**src/rtl/spi_regs_pkg.sv**
```systemverilog
// rtl/spi_regs_pkg.sv - shared constants and FSM state type for the SPI register file
package spi_regs_pkg;

    localparam int FRAME_BITS = 16;

    localparam int ADDR_EN_OUT_LO = 0;
    localparam int ADDR_EN_OUT_HI = 1;
    localparam int ADDR_EN_PWM_LO = 2;
    localparam int ADDR_EN_PWM_HI = 3;
    localparam int ADDR_DUTY      = 4;

    typedef enum logic [1:0] {
        IDLE   = 2'd0,
        SHIFT  = 2'd1,
        COMMIT = 2'd2
    } spi_state_e;

endpackage

```
**src/rtl/sync_bit.sv**
```systemverilog
// rtl/sync_bit.sv - STAGES-deep flop chain bringing one asynchronous pin into the clk domain
module sync_bit #(
    parameter int STAGES = 2
) (
    input  logic clk,
    input  logic rst_n,
    input  logic i_d,
    output logic o_q
);

    logic [STAGES-1:0] r_chain;

    always_ff @(posedge clk) begin
        if (!rst_n) begin
            r_chain <= '0;
        end else begin
            r_chain <= {r_chain[STAGES-2:0], i_d};
        end
    end

    assign o_q = r_chain[STAGES-1];

endmodule

```
**src/rtl/spi_peripheral.sv**
```systemverilog
// rtl/spi_peripheral.sv - mode-0 SPI slave holding the PWM control bytes; SPI_READBACK_EN adds read frames on cipo
module spi_peripheral
    import spi_regs_pkg::*;
#(
    parameter int         SYNC_STAGES = 2,
    parameter int         NUM_REGS    = 5,
    parameter logic [6:0] MAX_ADDR    = 7'h04
) (
    input  logic       clk,
    input  logic       rst_n,
    input  logic       sclk,
    input  logic       ncs,
    input  logic       copi,
    output logic       cipo,
    output logic [7:0] en_reg_out_7_0,
    output logic [7:0] en_reg_out_15_8,
    output logic [7:0] en_reg_pwm_7_0,
    output logic [7:0] en_reg_pwm_15_8,
    output logic [7:0] pwm_duty_cycle
);

    logic                  w_sclk_s;
    logic                  w_ncs_s;
    logic                  w_copi_s;
    logic                  r_sclk_d;
    logic                  r_ncs_d;
    spi_state_e            r_state;
    logic [4:0]            r_bit_cnt;
    logic [FRAME_BITS-1:0] r_shift;
    logic                  r_overflow;
    logic [7:0]            r_regs [NUM_REGS];

    sync_bit #(.STAGES(SYNC_STAGES)) u_sync_sclk (.clk(clk), .rst_n(rst_n), .i_d(sclk), .o_q(w_sclk_s));
    sync_bit #(.STAGES(SYNC_STAGES)) u_sync_ncs  (.clk(clk), .rst_n(rst_n), .i_d(ncs),  .o_q(w_ncs_s));
    sync_bit #(.STAGES(SYNC_STAGES)) u_sync_copi (.clk(clk), .rst_n(rst_n), .i_d(copi), .o_q(w_copi_s));

    logic                  w_sclk_rise;
    logic                  w_ncs_fall;
    logic                  w_ncs_rise;
    logic [FRAME_BITS-1:0] w_shift_next;
    logic [6:0]            w_addr;
    logic                  w_commit_wr;

    assign w_sclk_rise  = w_sclk_s & ~r_sclk_d;
    assign w_ncs_fall   = ~w_ncs_s & r_ncs_d;
    assign w_ncs_rise   = w_ncs_s & ~r_ncs_d;
    assign w_shift_next = {r_shift[FRAME_BITS-2:0], w_copi_s};
    assign w_addr       = r_shift[14:8];
    assign w_commit_wr  = (r_bit_cnt == 5'(FRAME_BITS)) && !r_overflow && r_shift[15]
                          && (w_addr <= MAX_ADDR);

    // Sync chains reset to 0, so a frame still open when reset releases never shows a falling ncs.
    always_ff @(posedge clk) begin
        if (!rst_n) begin
            r_sclk_d   <= 1'b0;
            r_ncs_d    <= 1'b0;
            r_state    <= IDLE;
            r_bit_cnt  <= '0;
            r_shift    <= '0;
            r_overflow <= 1'b0;
            for (int i = 0; i < NUM_REGS; i++) begin
                r_regs[i] <= 8'h00;
            end
        end else begin
            r_sclk_d <= w_sclk_s;
            r_ncs_d  <= w_ncs_s;
            case (r_state)
                IDLE: begin
                    if (w_ncs_fall) begin
                        r_bit_cnt  <= '0;
                        r_shift    <= '0;
                        r_overflow <= 1'b0;
                        r_state    <= SHIFT;
                    end
                end
                SHIFT: begin
                    if (w_ncs_rise) begin
                        r_state <= COMMIT;
                    end else if (w_sclk_rise && !w_ncs_s) begin
                        if (r_bit_cnt == 5'(FRAME_BITS)) begin
                            r_overflow <= 1'b1;
                        end else begin
                            r_shift   <= w_shift_next;
                            r_bit_cnt <= r_bit_cnt + 5'd1;
                        end
                    end
                end
                COMMIT: begin
                    if (w_commit_wr) begin
                        for (int i = 0; i < NUM_REGS; i++) begin
                            if (w_addr == 7'(i)) begin
                                r_regs[i] <= r_shift[7:0];
                            end
                        end
                    end
                    r_state <= IDLE;
                end
                default: r_state <= IDLE;
            endcase
        end
    end

`ifdef SPI_READBACK_EN
    logic       w_sclk_fall;
    logic       w_rd_valid;
    logic [7:0] w_rd_data;
    logic [7:0] r_tx;

    assign w_sclk_fall = ~w_sclk_s & r_sclk_d;
    assign w_rd_valid  = !w_shift_next[7] && (w_shift_next[6:0] <= MAX_ADDR);

    always_comb begin
        w_rd_data = 8'h00;
        for (int i = 0; i < NUM_REGS; i++) begin
            if (w_shift_next[6:0] == 7'(i)) begin
                w_rd_data = r_regs[i];
            end
        end
    end

    // The falling edge right after the load precedes the sample of bit 7, so shifting starts one edge later.
    always_ff @(posedge clk) begin
        if (!rst_n) begin
            r_tx <= 8'h00;
        end else if (r_state != SHIFT) begin
            r_tx <= 8'h00;
        end else if (w_sclk_rise && !w_ncs_s && (r_bit_cnt == 5'd7)) begin
            r_tx <= w_rd_valid ? w_rd_data : 8'h00;
        end else if (w_sclk_fall && (r_bit_cnt > 5'd8)) begin
            r_tx <= {r_tx[6:0], 1'b0};
        end
    end

    assign cipo = r_tx[7];
`else
    assign cipo = 1'b0;
`endif

    assign en_reg_out_7_0  = r_regs[ADDR_EN_OUT_LO];
    assign en_reg_out_15_8 = r_regs[ADDR_EN_OUT_HI];
    assign en_reg_pwm_7_0  = r_regs[ADDR_EN_PWM_LO];
    assign en_reg_pwm_15_8 = r_regs[ADDR_EN_PWM_HI];
    assign pwm_duty_cycle  = r_regs[ADDR_DUTY];

endmodule

```
**config.mk**
```make
export PLATFORM = sky130hd
export DESIGN_NAME = spi_peripheral
export DESIGN_NICKNAME = d
export VERILOG_FILES = /design/src/rtl/spi_regs_pkg.sv /design/src/rtl/sync_bit.sv /design/src/rtl/spi_peripheral.sv
export SDC_FILE = /design/constraint.sdc
export NUM_CORES = 1
export LEC_CHECK = 0
export CORE_MARGIN = 2
export CORE_UTILIZATION = 31
export CTS_CLUSTER_DIAMETER = 30
export DETAILED_ROUTE_END_ITERATION = 10
export GPL_TIMING_DRIVEN = 0
export SYNTH_ARGS = -nofsm -noshare
export SYNTH_HDL_FRONTEND = slang
export SYNTH_SLANG_ARGS = --single-unit
```
**constraint.sdc**
```tcl
create_clock -name clk -period 2.35 [get_ports clk]
set_input_delay 0.3525 -clock clk [delete_from_list [all_inputs] [get_ports clk]]
set_output_delay 0.3525 -clock clk [all_outputs]
set_load 0.01 [all_outputs]
```
==> run_results.csv, run 1 <==
group,metric,value,unit
cts,tritoncts.num_buffers,9,
global_route,first_global_vias,1367,
floorplan,die_h,93.9,µm
outcome,status,"complete, no violations",
timing,slew_headroom,60.6,%
timing,clock-skew-final,0.00624,ns
drt,first_pass_iters,4,
cts,clk_latency,0.34,ns
drt,detailroute.via_count,1442,
setup_path,worst_endpoint_data_arrival_time,2.24,ns
timing,timing.final.crit_share,96.2,%
drt,initialDrtViolationCount,32,
flow_run,max_cap_violations,0,
cts,htree_num_levels,3,
floorplan,dieArea,8810,µm²
drt,viasPerCell,4.41,
global_route,grt_remaining_overflow,0,
finish,finish.utilization,42.7,%
cts,postcts_setup_bufs,0,
drt,routedWlPerCell,12.7,µm
yosys,post_synthesis_area_per_instance,15.2,µm²
drt,totalWireLength,4.15,mm
global_route,number_of_antenna_violations_at_the_first_check_in_global_routing,0,
cts,root_buffer,"clkbuf_8",
finish,drive_gt1_share,12.9,%
cts,clkTransAtPathRegs,0.07,ns
drt,post-route-drc-count,0,
cts,cts_num_sinks,72,
timing,setup_tns,0,ns
yosys,synthCells,165,
timing,report.final.hold_viol_count,0,
setup_path,critical_path_fanouts_max,10,
yosys,yosysWarningCount,0,
place,final_weighted_congestion_in_routability_driven_placement,0.722,
yosys,mappedNetlistNets,172,
timing,final.min_clock_period,2.26,ns
power_and_ir_drop,power_density,768,nW/µm²
cts,tritoncts_clock_tree,"built",
min_path,hold_class,"reg2reg",
yosys,post_synth_num_cell_types,38,
finish,final.fill_count,739,
setup_path,highest_delay_cell_along_the_critical_path,"clkdlybuf4s50_1",
min_path,hold_start,"u_sync_sclk.r_chain[0]",
cts,hold_buffers,0,
floorplan,std_cell_rows,32,
global_route,grt_start_max_net_pins,13,
setup_path,max_stage_delay,0.64,ns
yosys,synth_area_leader_cell,"edfxtp_1",
power_and_ir_drop,power.leakage,1.15,nW
place,placed_area,3080,µm²
floorplan,floorplan.initialDensity,32.2,%
yosys,synth.ff_latch_count,72,
timing,max_freq,0.442,GHz
finish,antenna_cells,0,
yosys,yosys.area.top_type_share,48.0,%
floorplan,io_pins,46,
timing,grt_setup_unrepaired,"yes",
finish,design.final.nets,227,
finish,finalInstanceArea,3310,µm²
floorplan,dieWidth,93.9,µm
power_and_ir_drop,worst_ir_drop_vdd,0.000316,V
cts,clock_path_buffers,2,
setup_path,path_cells,"clkdlybuf4s50_1 -> and4b_1 -> nand4_1 -> nand2b_1 -> o21ai_2",
timing,drv_slew,0,
setup_path,cp-end-kind,"flip-flop",
drt,final_antenna_net_count,0,
place,dp_wirelength,2.90,mm
global_route,grt_pass1_wl,6.82,mm
place,dp_worst_setup_slack,-0.427,ns
floorplan,placeable_area,7770,µm²
yosys,synth_sequential_area_ratio,73.6,%
yosys,synth.area.top_cells,"edfxtp_1, dfxtp_1, a22o_1",
place,port_buffers,44,
finish,area_added_between_synthesis_and_finish,32.3,%
setup_path,worstReg2RegStart,"r_bit_cnt[0]",
setup_path,crit_path_category,"in2reg",
setup_path,critPathRequiredTime,2.32,ns
global_route,grt_util_all_layers,10.6,%
timing,setup_violations,0,
setup_path,start_kind,"primary input",
timing,final.setup.worst_slack,0.0887,ns
timing,max_slew.worst_pin.slew,0.591,ns
setup_path,critPathLaunch,"rst_n",
yosys,mappedNetlistArea,2500,µm²
==> state kept, by name (all words and copies together) (netlist names) <==
register	count
u_sync_sclk.r_chain	2
r_bit_cnt	5
u_sync_copi.r_chain	2
r_regs	40
r_sclk_d	1
r_overflow	1
r_ncs_d	1
u_sync_ncs.r_chain	2
r_state	2
r_shift	16
==> cell usage after synthesis <==
cell / number
a21boi_0: 1
a21oi_1: 2
a21oi_2: 1
a22o_1: 17
and2_1: 16
and3b_1: 2
and4b_1: 1
and4bb_1: 1
buf_4: 2
buf_6: 1
buf_8: 1
clkbuf_1: 1
conb_1: 1
dfxtp_1: 32
edfxtp_1: 40
ha_1: 2
inv_1: 3
mux2_2: 1
nand2_1: 4
nand2b_1: 4
nand3_1: 1
nand4_1: 1
nand4bb_1: 2
nor2_1: 6
nor2b_2: 1
nor3_1: 1
nor3_4: 1
nor3b_1: 1
nor4bb_1: 1
o211ai_1: 1
o21a_1: 2
o21ai_0: 4
o21ai_1: 4
o21ai_2: 1
o31ai_1: 1
or2_2: 1
or3_1: 2
xor2_1: 1
==> per-stage QoR <==
| stage | hold slack, ns | cells | total power (W) |
|---|---|---|---|
| detailed placement | 0.420 | 311 | 0.00155 |
| global route | 0.452 | 327 | 0.00265 |
| CTS | 0.438 | 327 | 0.00258 |
| floorplan | 0.412 | 165 | 0.00146 |
| global placement | 0.415 | 311 | 0.00155 |
| finish | 0.434 | 327 | 0.00254 |
==> report_power, final <==
group	switching (W)	total [W]	internal, W
Combinational	0.0000656	0.000146	0.0000801
Clock	0.000421	0.00102	0.000598
Sequential	0.0000132	0.00138	0.00137
Total	0.000500	0.00254	0.00204
==> worst max-delay path, delay by kind of cell <==
kind,cells,cell delay (ns)
AO/OA/AOI/OAI,1,0.47
AND/OR/NAND/NOR,3,0.76
buffers and inverters,1,0.64
==> cell usage in the layout (no fill, tap or decap), types with 2 or more instances in the layout <==
master | synthesis | routed
clkdlybuf4s50_1 | 0 | 44
edfxtp_1 | 40 | 40
dfxtp_1 | 32 | 32
a22o_1 | 17 | 17
and2_1 | 16 | 16
clkbuf_8 | 0 | 9
nor2_1 | 6 | 6
o21ai_2 | 1 | 5
nand2b_1 | 4 | 4
nand2_1 | 4 | 4
o21ai_0 | 4 | 4
inv_1 | 3 | 3
clkbuf_1 | 1 | 3
nand4bb_1 | 2 | 2
buf_4 | 2 | 2
and3b_1 | 2 | 2
o21a_1 | 2 | 2
or3_1 | 2 | 2
a21oi_1 | 2 | 2
ha_1 | 2 | 2
bufinv_16 | 0 | 2
==> layer usage <==
metal	global-route usage (%)	wire, µm	up-vias
met3	4.98	300	5
li1	-	-	721
met1	12.9	1890	669
met5	0	0	-
met2	16.0	1900	47
met4	4.71	58	0
==> layout make-up <==
| type | instances | area (µm²) | area share (%) |
|---|---|---|---|
| Buffer | 5 | 45.0 | 1.36 |
| Clock buffer | 11 | 131 | 3.97 |
| Clock inverter | 5 | 81.3 | 2.45 |
| Inverter | 3 | 11.3 | 0.340 |
| Multi-Input combinational cell | 85 | 634 | 19.1 |
| Sequential cell | 72 | 1840 | 55.6 |
| Tap cell | 102 | 128 | 3.85 |
| Timing Repair Buffer | 44 | 440 | 13.3 |
==> path summary, 6_finish.rpt <==
| check | end | slack, ns | depth (start not counted) |
|---|---|---|---|
| worst max-delay path | r_regs[0][29] | 0.09 | 5 |
| worst min-delay path | u_sync_sclk.r_chain[1] | 0.43 | 1 |
| worst max register to register | r_regs[0][29] | 0.13 | 6 |
| worst min register to register | u_sync_sclk.r_chain[1] | 0.43 | 1 |
==> what timing repair did <==
action,CTS,global route
endpoints found under the setup margin,24,40
gates resized for setup,0,5
endpoints found under the hold margin,0,0
gates cloned,0,0
==> logic make-up after synthesis <==
kind of cell / after synthesis / synth area share (%)
AND/OR/NAND/NOR: 46 / 12.1
flip-flops: 72 / 73.6
XOR/XNOR: 1 / 0.350
adder cells (fa/ha/maj): 2 / 0.999
multiplexers: 1 / 0.450
other: 1 / 0.150
AO/OA/AOI/OAI: 34 / 10.1
buffers and inverters: 8 / 2.25
No activity file was read; power rests on OpenSTA's default activity.
==> run 2, diff against run 1 <==
--- a/config.mk
+++ b/config.mk
@@ -10,6 +10,8 @@
 export CTS_CLUSTER_DIAMETER = 30
 export DETAILED_ROUTE_END_ITERATION = 10
 export GPL_TIMING_DRIVEN = 0
+export HOLD_SLACK_MARGIN = 0.12
+export SETUP_SLACK_MARGIN = 0.02
 export SYNTH_ARGS = -nofsm -noshare
 export SYNTH_HDL_FRONTEND = slang
 export SYNTH_SLANG_ARGS = --single-unit
==> constraint.sdc (replaced) <==
create_clock -name clk -period 2.2 [get_ports clk]
set_input_delay 0.33 -clock clk [delete_from_list [all_inputs] [get_ports clk]]
set_output_delay 0.33 -clock clk [all_outputs]
set_load 0.01 [all_outputs]
==> run_results.csv, run 2 (synthesis gave the netlist of run 1 again) <==
group,metric,value,unit
outcome,status,"complete, no violations",
finish,drive_gt1_share,14.1,%
setup_path,critPathCapture,"r_regs[0][36]",
floorplan,dieArea,8810,µm²
drt,first_pass_iters,4,
drt,routedWlPerCell,13.0,µm
cts,tritoncts_clock_tree,"built",
setup_path,critical_path_fanouts_max,10,
finish,design.final.nets,229,
drt,initialDrtViolationCount,29,
cts,root_buffer,"clkbuf_8",
power_and_ir_drop,combPwrFrac,6.1,%
power_and_ir_drop,switching_share,19.9,%
floorplan,placeable_area,7770,µm²
floorplan,dieWidth,93.9,µm
timing,max_freq,0.490,GHz
setup_path,crit_path_category,"in2reg",
cts,clock_path_buffers,2,
cts,clk_latency,0.34,ns
power_and_ir_drop,total_switching_power,0.000544,W
timing,grt_setup_unrepaired,"no",
place,dp_wirelength,2.90,mm
drt,viasPerCell,4.40,
power_and_ir_drop,power.internal,0.00219,W
drt,detailroute.via_count,1449,
place,final_weighted_congestion_in_routability_driven_placement,0.722,
cts,tritoncts.num_buffers,9,
finish,largest_register,"r_regs",
floorplan,io_pins,46,
global_route,number_of_antenna_violations_at_the_first_check_in_global_routing,0,
global_route,first_global_vias,1367,
global_route,grt_start_max_net_pins,13,
min_path,min_delay_path_depth,1,
setup_path,max_stage_delay,0.64,ns
finish,antenna_cells,0,
setup_path,timing.rr.end,"r_regs[0][36]",
timing,max_slew.worst_pin.slew,0.770,ns
finish,final_common_cell,"clkdlybuf4s50_1",
power_and_ir_drop,portion_of_total_power_attributed_to_the_clock_network,40.0,%
global_route,grt_pass1_wl,6.82,mm
setup_path,path_cells,"clkdlybuf4s50_1 -> and4b_1 -> nand4_1 -> o31ai_4",
floorplan,std_cell_rows,32,
global_route,grt_remaining_overflow,0,
finish,layout_top_registers,"r_regs x40, r_shift x16, r_bit_cnt x5",
setup_path,worst_endpoint_data_arrival_time,2.01,ns
timing,report.final.hold_viol_count,0,
cts,hold_buffers,0,
finish,mostFrequentLayoutCells,"clkdlybuf4s50_1, edfxtp_1, dfxtp_1",
timing,timing.final.crit_share,92.9,%
timing,final.min_clock_period,2.04,ns
setup_path,highest_delay_cell_along_the_critical_path,"clkdlybuf4s50_1",
cts,clkTransAtPathRegs,0.07,ns
flow_run,max_cap_violations,0,
setup_path,start_kind,"primary input",
timing,setup_tns,0,ns
cts,cts_num_sinks,72,
drt,post-route-drc-count,0,
setup_path,r2r.worst_path.cells,5,
timing,drv_slew,0,
power_and_ir_drop,power_density,807,nW/µm²
finish,area_added_between_synthesis_and_finish,35.4,%
timing,slew_headroom,48.7,%
place,port_buffers,44,
setup_path,worstReg2RegStart,"r_bit_cnt[0]",
setup_path,critPathLaunch,"rst_n",
setup_path,critPathRequiredTime,2.17,ns
timing,clock-skew-final,0.00842,ns
floorplan,floorplan.initialDensity,32.2,%
drt,totalWireLength,4.27,mm
power_and_ir_drop,worst_ir_drop_vdd,0.000338,V
min_path,hold_class,"reg2reg",
setup_path,cp-end-kind,"flip-flop",
cts,htree_num_levels,3,
power_and_ir_drop,power.leakage,1.19,nW
drt,final_antenna_net_count,0,
power_and_ir_drop,post-layout-total-power,0.00274,W
timing,setup_violations,0,
setup_path,r2r_slack,0.17,ns
floorplan,die_h,93.9,µm
global_route,grt_util_all_layers,10.6,%
power_and_ir_drop,seq_power_share,53.8,%
finish,flip_flop_count_of_the_largest_register_all_copies_and_words_added,40,
-- run 2: final cells by class --
type | instances | area, µm²
multi-input cells | 85 | 672
repair buffers | 46 | 480
clock buffers | 11 | 131
plain buffers | 5 | 45.0
well taps | 102 | 128
flip-flops and latches | 72 | 1840
inverters | 3 | 11.3
clock inverters | 5 | 81.3
fillers | 733 | 4380
-- run 2: per-layer routing --
layer,GRT usage (%),up-vias,share of wire [%]
met4,4.71,0,1.4
met2,16.0,47,46
met3,4.98,5,7.0
met1,12.9,672,45
met5,0,-,0
li1,-,725,-
-- run 2: worst min path at each step --
stage / start / to / slack (ns)
2_1_floorplan: u_sync_copi.r_chain[0] / u_sync_copi.r_chain[1] / 0.41
3_3_place_gp: u_sync_sclk.r_chain[0] / u_sync_sclk.r_chain[1] / 0.42
3_5_place_dp: u_sync_ncs.r_chain[0] / u_sync_ncs.r_chain[1] / 0.42
4_1_cts: u_sync_sclk.r_chain[0] / u_sync_sclk.r_chain[1] / 0.44
5_1_grt: u_sync_copi.r_chain[1] / r_shift[0] / 0.45
6_report: u_sync_sclk.r_chain[0] / u_sync_sclk.r_chain[1] / 0.43
-- run 2: what timing repair did --
item / in CTS / in global routing
buffers inserted: 0 / 2
resized for setup: 0 / 11
setup endpoints to repair: 40 / 40
pin swaps: 0 / 5
-- run 2: power by group through the flow --
stage	registers [W]	logic [W]	clock network [W]
finish	0.00147	0.000168	0.00109
global route	0.00148	0.000181	0.00118
CTS	0.00147	0.000156	0.00113
detailed placement	0.00150	0.000156	0
global placement	0.00150	0.000155	0
floorplan	0.00152	0.0000384	0
-- run 2: through the flow --
| step | setup WS, ns | hold slack (ns) | cell area [µm²] | std cells | utilization [%] |
|---|---|---|---|---|---|
| 4_1_cts | -0.197 | 0.438 | 3290 | 327 | 42.3 |
| 5_1_grt | 0.0486 | 0.453 | 3390 | 329 | 43.7 |
| 3_5_place_dp | -0.555 | 0.420 | 3080 | 311 | 39.6 |
| 6_report | 0.157 | 0.435 | 3390 | 329 | 43.7 |
| 3_3_place_gp | -0.907 | 0.415 | 3070 | 311 | 39.5 |
| 2_1_floorplan | 0.145 | 0.412 | 2500 | 165 | - |
-- run 2: worst max-delay path: cells and delay by family --
kind,cells,cell delay (ns)
simple gates,2,0.46
buf+inv,1,0.64
compound gates,1,0.57
==> run 3, diff against run 2 <==
--- a/config.mk
+++ b/config.mk
@@ -11,6 +11,7 @@
 export DETAILED_ROUTE_END_ITERATION = 10
 export GPL_TIMING_DRIVEN = 0
 export HOLD_SLACK_MARGIN = 0.12
+export REMOVE_ABC_BUFFERS = 1
 export SETUP_SLACK_MARGIN = 0.02
 export SYNTH_ARGS = -nofsm -noshare
 export SYNTH_HDL_FRONTEND = slang
==> run_results.csv, run 3 (synthesis gave the netlist of run 1 again) <==
group,metric,value,unit
power_and_ir_drop,post-layout-total-power,0.00253,W
cts,root_buffer,"clkbuf_8",
setup_path,worst_endpoint_data_arrival_time,1.98,ns
setup_path,cp-end-kind,"flip-flop",
setup_path,critPathRequiredTime,2.17,ns
power_and_ir_drop,power.leakage,1.15,nW
drt,detailroute.via_count,1456,
timing,report.final.hold_viol_count,0,
drt,totalWireLength,4.13,mm
drt,initialDrtViolationCount,55,
timing,grt_setup_unrepaired,"no",
timing,timing.final.crit_share,91.4,%
cts,tritoncts_clock_tree,"built",
drt,post-route-drc-count,0,
cts,htree_num_levels,3,
drt,viasPerCell,4.47,
cts,cts_num_sinks,72,
cts,clk_latency,0.33,ns
cts,clock_path_buffers,2,
floorplan,io_pins,46,
power_and_ir_drop,power_density,761,nW/µm²
place,dp_wirelength,2.74,mm
power_and_ir_drop,portion_of_total_power_attributed_to_the_clock_network,35.4,%
timing,setup_violations,0,
timing,clock-skew-final,0.00817,ns
floorplan,dieArea,8810,µm²
global_route,number_of_antenna_violations_at_the_first_check_in_global_routing,0,
finish,antenna_cells,0,
power_and_ir_drop,switching_share,22.4,%
setup_path,critical_path_fanouts_max,8,
finish,flip_flop_count_of_the_largest_register_all_copies_and_words_added,40,
finish,largest_register,"r_regs",
drt,routedWlPerCell,12.7,µm
floorplan,floorplan.initialDensity,32.2,%
cts,hold_buffers,0,
timing,final.min_clock_period,2.01,ns
finish,area_added_between_synthesis_and_finish,32.6,%
finish,drive_gt1_share,14.3,%
floorplan,die_h,93.9,µm
place,port_buffers,44,
finish,final.fill_count,721,
outcome,status,"complete, no violations",
setup_path,crit_path_category,"reg2reg",
timing,drv_slew,0,
cts,tritoncts.num_buffers,9,
power_and_ir_drop,seq_power_share,58.2,%
finish,final_common_cell,"clkdlybuf4s50_1",
cts,clkTransAtPathRegs,0.07,ns
place,final_weighted_congestion_in_routability_driven_placement,0.711,
power_and_ir_drop,combPwrFrac,6.4,%
power_and_ir_drop,total_switching_power,0.000565,W
timing,max_slew.worst_pin.slew,0.644,ns
drt,first_pass_iters,4,
finish,finish.utilization,42.8,%
power_and_ir_drop,power.internal,0.00196,W
min_path,hold_class,"reg2reg",
flow_run,max_cap_violations,0,
finish,design.final.nets,226,
floorplan,placeable_area,7770,µm²
drt,final_antenna_net_count,0,
global_route,grt_start_max_net_pins,20,
finish,layout_top_registers,"r_regs x40, r_shift x16, r_bit_cnt x5",
global_route,grt_remaining_overflow,0,
global_route,grt_pass1_wl,6.81,mm
floorplan,dieWidth,93.9,µm
timing,max_freq,0.497,GHz
power_and_ir_drop,worst_ir_drop_vdd,0.000369,V
finish,mostFrequentLayoutCells,"clkdlybuf4s50_1, edfxtp_1, dfxtp_1",
setup_path,start_kind,"flip-flop",
floorplan,std_cell_rows,32,
global_route,first_global_vias,1416,
timing,slew_headroom,56.9,%
global_route,grt_util_all_layers,10.2,%
run 3: changes by cell type in the layout (fill, tap and decap cells not counted), sizes merged:
| cell | before | now |
|---|---|---|
| clkbuf | 12 | 10 |
| buf | 6 | 4 |
| bufinv | 2 | 0 |
| clkinv | 2 | 3 |
| clkdlybuf4s50 | 44 | 43 |
| clkdlybuf4s15 | 0 | 1 |
| inv | 3 | 5 |
run 3: power by group through the flow:
stage / Combinational [W] / Clock, W / Sequential, W
finish: 0.000162 / 0.000894 / 0.00147
global route: 0.000174 / 0.000974 / 0.00148
CTS: 0.000151 / 0.000922 / 0.00147
detailed placement: 0.000148 / 0 / 0.00150
global placement: 0.000147 / 0 / 0.00150
floorplan: 0.0000293 / 0 / 0.00152
run 3: cell type report:
class                   count  area, µm²  share of cell area [%]
clock buffers              10        128                    3.84
well taps                 102        128                    3.84
multi-input cells          85        672                    20.2
clock inverters             6       43.8                    1.32
flip-flops and latches     72       1840                    55.5
inverters                   3       11.3                   0.339
repair buffers             48        497                    15.0
run 3: layer usage:
layer / up-vias / global-route usage [%] / wire length [µm]
met1: 679 / 11.9 / 1860
met3: 7 / 3.77 / 270
met4: 0 / 5.31 / 68
met2: 50 / 16.4 / 1930
met5: - / 0 / 0
li1: 720 / - / -
run 3: worst max-delay path, stage by stage, from the launching register on:
cell	delay (ns)
dfxtp_1	0.35
inv_1	0.07
ha_1	0.16
and4bb_1	0.27
nand4_1	0.24
o31ai_4	0.57
run 3: stage by stage:
stage | setup TNS, ns | hold slack (ns) | worst slack [ns] | instances | area, µm²
after CTS | -1.74 | 0.437 | -0.0798 | 322 | 3230
after floorplan | 0 | 0.412 | 0.145 | 160 | 2460
after global placement | -38.42 | 0.418 | -1.10 | 306 | 3030
after detailed placement | -43.34 | 0.420 | -0.866 | 306 | 3030
after global routing | 0 | 0.442 | 0.0503 | 326 | 3320
final | 0 | 0.434 | 0.189 | 326 | 3320
run 3: repair_timing:
item,4_1_cts,5_1_grt
pin swaps,0,4
endpoints found under the setup margin,40,32
setup buffers,0,4
gates resized for setup,8,6
run 3: worst paths after layout:
check                         startpoint                endpoint  slack [ns]  depth (start not counted)
setup / recovery            r_bit_cnt[0]           r_regs[0][34]        0.19                          5
hold reg to reg   u_sync_sclk.r_chain[0]  u_sync_sclk.r_chain[1]        0.43                          1
setup reg to reg            r_bit_cnt[0]           r_regs[0][34]        0.19                          5
hold / removal    u_sync_sclk.r_chain[0]  u_sync_sclk.r_chain[1]        0.43                          1
